==> config.mk <==
export PLATFORM = sky130hd
export DESIGN_NAME = bin_to_bcd_converter
export DESIGN_NICKNAME = d
export VERILOG_FILES = /design/src/rtl/bin_to_bcd_converter.sv
export SDC_FILE = /design/constraint.sdc
export NUM_CORES = 1
export LEC_CHECK = 0
export BUFFER_PORTS_ARGS = -buffer_cell sky130_fd_sc_hd__buf_2
export CORE_MARGIN = 2
export CORE_UTILIZATION = 50
export CTS_CLUSTER_SIZE = 28
export DETAILED_ROUTE_END_ITERATION = 10
export PLACE_DENSITY = 0.82
export SETUP_SLACK_MARGIN = 0.05
export SKIP_CTS_REPAIR_TIMING = 1
export SYNTH_ARGS = -nofsm -noshare
export SYNTH_HDL_FRONTEND = slang
export SYNTH_SLANG_ARGS = --single-unit
export TNS_END_PERCENT = 5
==> constraint.sdc <==
create_clock -name clk -period 4.1 [get_ports clk]
set_clock_uncertainty 0.2 [all_clocks]
set_input_delay 0.41 -clock clk [delete_from_list [all_inputs] [get_ports clk]]
set_output_delay 0.41 -clock clk [all_outputs]
set_load 0.03 [all_outputs]
==> src/rtl/bin_to_bcd_converter.sv <==
`default_nettype none
// ============================================================================
//  Module      : bin_to_bcd_converter
//  Description : Sequential double-dabble binary-to-BCD converter with
//                valid/ready input handshake, completion strobe, leading-zero
//                blanking mask and overflow saturation to all nines.
//  Revision    : 1.0  initial release
// ============================================================================
module bin_to_bcd_converter #(
    parameter int NUM_DIGITS = 4,
    parameter int BIN_BITS   = 14
) (
    input  logic                    clk,
    input  logic                    rst,
    input  logic                    in_valid,
    output logic                    in_ready,
    input  logic [BIN_BITS-1:0]     bin_in,
    output logic [4*NUM_DIGITS-1:0] bcd_out,
    output logic [NUM_DIGITS-1:0]   blank_out,
    output logic                    out_valid,
    output logic                    overflow
);

    localparam int SCR_W = 4 * NUM_DIGITS;
    localparam int TOT_W = SCR_W + BIN_BITS;
    localparam int CNT_W = (BIN_BITS > 1) ? $clog2(BIN_BITS) : 1;

    localparam logic [CNT_W-1:0]      C_LAST_ITER = CNT_W'(BIN_BITS - 1);
    localparam logic [SCR_W-1:0]      C_ALL_NINES = {NUM_DIGITS{4'h9}};
    // Reset / zero display: every digit blanked except the units digit
    localparam logic [NUM_DIGITS-1:0] C_BLANK_RST = {NUM_DIGITS{1'b1}} << 1;

    // 10**NUM_DIGITS evaluated at elaboration in 64-bit arithmetic
    function automatic logic [63:0] pow10(input int n);
        logic [63:0] p;
        p = 64'd1;
        for (int i = 0; i < n; i++) begin
            p = p * 64'd10;
        end
        return p;
    endfunction

    localparam logic [63:0] C_LIMIT = pow10(NUM_DIGITS);

    typedef enum logic [0:0] {
        IDLE  = 1'b0,
        SHIFT = 1'b1
    } state_t;

    state_t              r_state;
    logic [SCR_W-1:0]    r_scratch;
    logic [BIN_BITS-1:0] r_shift;
    logic [CNT_W-1:0]    r_cnt;
    logic                r_ovf_pend;

    logic [SCR_W-1:0]      w_adj;
    logic [TOT_W-1:0]      w_cat_sh;
    logic [SCR_W-1:0]      w_next_scratch;
    logic [BIN_BITS-1:0]   w_next_shift;
    logic [NUM_DIGITS-1:0] w_blank;
    logic                  w_zero_run;
    logic                  w_ovf_in;

    assign in_ready = (r_state == IDLE);

    // Values that cannot reach the limit (small BIN_BITS) make this constant 0
    assign w_ovf_in = ({{(64-BIN_BITS){1'b0}}, bin_in} >= C_LIMIT);

    // Per-nibble add-3 correction; nibbles are independent, no carry between them
    for (genvar g = 0; g < NUM_DIGITS; g++) begin : g_adj
        assign w_adj[4*g +: 4] = (r_scratch[4*g +: 4] >= 4'd5) ?
                                 (r_scratch[4*g +: 4] + 4'd3) : r_scratch[4*g +: 4];
    end

    // Scratch and shift register move left together as one vector
    assign w_cat_sh       = {w_adj, r_shift} << 1;
    assign w_next_scratch = w_cat_sh[TOT_W-1 -: SCR_W];
    assign w_next_shift   = w_cat_sh[BIN_BITS-1:0];

    // Leading-zero mask of the result being completed this cycle
    always_comb begin
        w_zero_run = 1'b1;
        w_blank    = '0;
        for (int i = NUM_DIGITS - 1; i >= 1; i--) begin
            w_zero_run = w_zero_run & (w_next_scratch[4*i +: 4] == 4'd0);
            w_blank[i] = w_zero_run;
        end
    end

    // Control FSM, datapath registers and registered result outputs
    always_ff @(posedge clk or posedge rst) begin
        if (rst) begin
            r_state    <= IDLE;
            r_scratch  <= '0;
            r_shift    <= '0;
            r_cnt      <= '0;
            r_ovf_pend <= 1'b0;
            bcd_out    <= '0;
            blank_out  <= C_BLANK_RST;
            out_valid  <= 1'b0;
            overflow   <= 1'b0;
        end else begin
            out_valid <= 1'b0;
            case (r_state)
                IDLE: begin
                    if (in_valid) begin
                        r_shift    <= bin_in;
                        r_scratch  <= '0;
                        r_cnt      <= '0;
                        r_ovf_pend <= w_ovf_in;
                        r_state    <= SHIFT;
                    end
                end
                SHIFT: begin
                    r_scratch <= w_next_scratch;
                    r_shift   <= w_next_shift;
                    r_cnt     <= r_cnt + 1'b1;
                    if (r_cnt == C_LAST_ITER) begin
                        out_valid <= 1'b1;
                        overflow  <= r_ovf_pend;
                        r_state   <= IDLE;
                        if (r_ovf_pend) begin
                            bcd_out   <= C_ALL_NINES;
                            blank_out <= '0;
                        end else begin
                            bcd_out   <= w_next_scratch;
                            blank_out <= w_blank;
                        end
                    end
                end
                default: r_state <= IDLE;
            endcase
        end
    end

endmodule
`default_nettype wire

* Word-level counts from Yosys, hierarchy flattened *
Index checks and enable logic that the tools add are counted.

operators by class
  add/sub/neg operators = 5
  $lt $le $gt $ge = 5
  equal/unequal tests = 2
  mux-type cells = 17
  bitwise gates (word level) = 3
  reduce and logical (&&, ||, !) cells = 5

operators with widths
  kind                  number
  $mux 16               2
  $pmux 16 s2           1
  $pmux 14 s2           1
  $mux 4                5
  $ge 4x3->1 const B    4
  $ge 14x14->1 const B  1
  $mux 14               1
  $add 4x2->4 const B   3
  $logic_not 4->1       3
  $pmux 4 s2            1
  $add 4x1->4 const B   1
  $eq 4x4->1 const B    1
  $mux 1                4
  $reduce_and 2->1      2
  $add 3x2->3 const B   1
  $mux 3                1
  $and 1x1->1           2
  $ne 2x2->1 const B    1
  $pmux 1 s2            1
  $not 1->1             1

storage, ports and cells
  bits in registers = 58
  input port bits = 17
  output and inout port bits = 23

* Longest topological paths before layout *
  word-level depth = 6
  depth in mapped cells = 7

* Worst setup path before layout *
OpenSTA, ideal clock, no wires.

  path type = reg2reg
  start = register r_scratch[12]
  end = register blank_out[1]
  setup time = 0.086 ns
  arrival = 1.597 ns
  setup slack = 2.217 ns
  cell stages (with the launch flop) = 7
  cell sequence = dfrtp_1 -> ha_1 -> nand2b_1 -> a21oi_1 -> mux2i_1 -> nand3_1 -> o31ai_2

on the way
  longest elaborated chain between the ends = 6
  elaborated cells on any way between the ends = 7

RTL lines
  what                                              line    text
  from (decl)                                       51      logic [SCR_W-1:0] r_scratch;
  from (signal assigned)                            115     r_scratch <= w_next_scratch;
  $ge 4x3->1 / $add 3x2->3 (equally long branches)  71, 72
  $mux 3 (*)                                        71      assign w_adj[4*g +: 4] = (r_scratch[4*g +: 4] >= 4'd5) ?
  $logic_not 4->1 (*)                               85      w_zero_run = w_zero_run & (w_next_scratch[4*i +: 4] == 4'd0);
  $and 1x1->1 (*) (2 in series)                     85
  $mux 4 (*)                                        122     if (r_ovf_pend) begin
  to (signal assigned)                              127     blank_out <= w_blank;
  to (decl)                                         19      output logic [NUM_DIGITS-1:0] blank_out,

Mark *: on every way between the ends. The rest lies on a longest branch, timed or not.
A chain may end at the register's enable or synchronous reset.

* Worst setup path in the final report *
  start = register r_state
  end = output port in_ready

on the way
  longest elaborated chain between the ends = 1

RTL lines
  what                    line  text
  from (decl)             50    state_t r_state;
  from (signal assigned)  93    r_state <= IDLE;
  from (signal assigned)  111   r_state <= SHIFT;
  from (signal assigned)  121   r_state <= IDLE;
  $not 1->1 (no line)     --
  to (decl)               16    output logic in_ready,

No other way between the ends.

==> flow_summary.ini <==
[run_status]
status = finished, final reports clean

[yosys]
ys_warn_count = 0
synth_area_um2 = 2740
synth_edf_count = 0
synth_nets = 307
synth_flop_cell = dfrtp_1
synthArstFlopShare_pct = 100
ys_types = 32
synth_area_leader_cell = dfrtp_1
ys_seq_elements = 57
netlist_top_cells_area = dfrtp_1 (49%), mux2i_1 (7.3%), nand2_1 (7.3%)
netlist.area_leader.share_pct = 49.3
ys_seq_area_share_pct = 52.2
syn_inst = 280
synth_area_per_cell_um2 = 9.78

[place]
place_area_um2 = 2970
routabilityCongestion = 0.768
dpl.cell_count = 375
dpl.hpwl_mm = 3.80
place.port_buffers = 38

[setup_path]
worst_setup_path_start_kind = flop
critPathKind = reg2out
regToRegSetupSlack_ns = 1.74
r2r_start = r_cnt[1]
r2r_cells = 5
crit_start = r_state
r2r_end = bcd_out[7]
crit_arrival_ns = 1.87
required_ns = 3.49
end_kind = output pin
worst-path-max-fanout = 48

[routing]
drt-initial-drc-count = 138
remaining_drc_errors = 0
vias = 2119
top_layer = met4
ant_nets = 0
route.met3.wl_um = 298
drt_pass1_iterations = 4
wl_met2_mm = 2.61
viasPerCell = 5.41
wire_per_inst_um = 14.0
met1_length_mm = 2.51
drt_wl_total_mm = 5.50

[cells_and_area]
num-fill-cells = 467
multi_input_area_um2 = 1190
syn_to_final_growth_pct = 15.3
utilization_pct = 60.6
antenna_cells = 0
final_area_um2 = 3160
final_common_cell = dfrtp_1
drive_gt1_share_pct = 20.2
register_area_um2 = 1430
final_cell_mix = dfrtp_1 (54), nand2_1 (53), buf_2 (38)
final_cells = 392
nets = 344

[timing]
relSlewSlack_pct = 40.7
finalMaxSlewViolations = 0
worst_pin_slew_ns = 0.886
fin_crit_ns = 2.48
timing.final.crit_share_pct = 60.4
fin_tns_setup_ns = 0
hold_viol = 0
finalSetupViolCount = 0
fmax_ghz = 0.404
rsz0062_at_grt = no

[min_path]
hp-start = bin_in[0]
hold_class = in2reg
holdPathEnd = r_shift[0]
holdPathStages = 3

[grt]
overflow = 0
grt_pass1_wl_mm = 9.14
antenna_found_initial = 0
grt_usage_pct = 19.1
grt_max_degree = 49
grt_pass1_vias = 1972

[power_and_ir_drop]
p_leak_nw = 1.55
p_per_area_nw_per_um2 = 840
totalPowerFinal_w = 0.00265
peakVddDrop_uv = 352

[floorplanning]
fp.dieArea_um2 = 6090
die_w_um = 78.0
fp-row-count = 26
core_um2 = 5200
initial_core_util_pct = 52.6
io_pins = 40
die_y_um = 78.0

[cts]
clkLatencyLatePin_ns = 0.34
h-tree-depth = 3
cts_root_buf = clkbuf_8
cts_tree = yes
clk_path_buf_depth = 2
clock-sinks = 57
cts_made_buffers = 9
clk_pin_slew_ns = 0.06

[job]
drv_cap = 0
## stage by stage
step,hold slack (ns),setup WS (ns)
global placement,0.240,1.81
detailed placement,0.244,1.72
global route,0.141,1.51
finish,0.119,1.62
floorplan,0.252,2.10
CTS,-0.0852,1.62
## critical path, stage by stage (launching register included)
cell     delay, ns
dfrtp_1       0.39
buf_4         0.27
inv_1         0.53
buf_2         0.32
## where the power goes
group	internal (W)	total (W)	switching (W)	leakage, nW
clock network	0.000248	0.000470	0.000222	0.0911
registers	0.000805	0.000992	0.000187	0.710
logic	0.000450	0.00119	0.000739	0.749
## logic make-up (layout without fill, tap and decap cells)
kind of cell / count (synthesis) / count (layout) / synth area share [%]
compound gates: 67 / 67 / 14.8
fa+ha+maj: 10 / 10 / 4.57
simple gates: 91 / 91 / 14.8
xor+xnor: 6 / 6 / 1.92
mux: 20 / 20 / 7.31
other cells: 1 / 1 / 0.137
flops: 57 / 57 / 52.2
buf+inv: 28 / 70 / 4.20
## cell type report
class | instances | area share [%]
flip-flops and latches | 57 | 45.3
multi-input cells | 195 | 37.8
repair buffers | 41 | 6.82
clock buffers | 11 | 4.80
well taps | 70 | 2.77
inverters | 13 | 1.55
clock inverters | 5 | 0.951
## Yosys cell counts (all sizes together) (3+ instances only)
| library cell | n |
|---|---|
| dfrtp | 54 |
| nand2 | 53 |
| nor3b | 4 |
| dfstp | 3 |
| a21oi | 15 |
| nor3 | 3 |
| a22o | 9 |
| o31ai | 7 |
| nand3 | 7 |
| nor2 | 15 |
| xnor2 | 5 |
| clkbuf | 9 |
| ha | 10 |
| nand2b | 5 |
| inv | 13 |
| buf | 6 |
| mux2i | 20 |
| o22ai | 5 |
| o21ai | 29 |
## worst max path at each step
stage                      end  slack, ns  depth (start not counted)
floorplan           bcd_out[0]       2.10                          1
global placement    bcd_out[6]       1.81                          5
detailed placement  bcd_out[7]       1.72                          5
CTS                   in_ready       1.62                          3
global route          in_ready       1.51                          3
finish                in_ready       1.62                          3
## state kept, by name, indices dropped and copies added, names as in the netlist
name	count
out_valid	1
blank_out	3
bcd_out	16
r_state	1
r_cnt	4
r_scratch	16
overflow	1
r_shift	14
r_ovf_pend	1
## metal layers
| metal | global-route usage [%] | vias up |
|---|---|---|
| li1 | - | 1033 |
| met1 | 25.3 | 1021 |
| met2 | 30.5 | 56 |
| met3 | 4.37 | 9 |
| met4 | 7.89 | 0 |
| met5 | 0 | - |
Note: power is estimated with default switching activity, not from simulation.
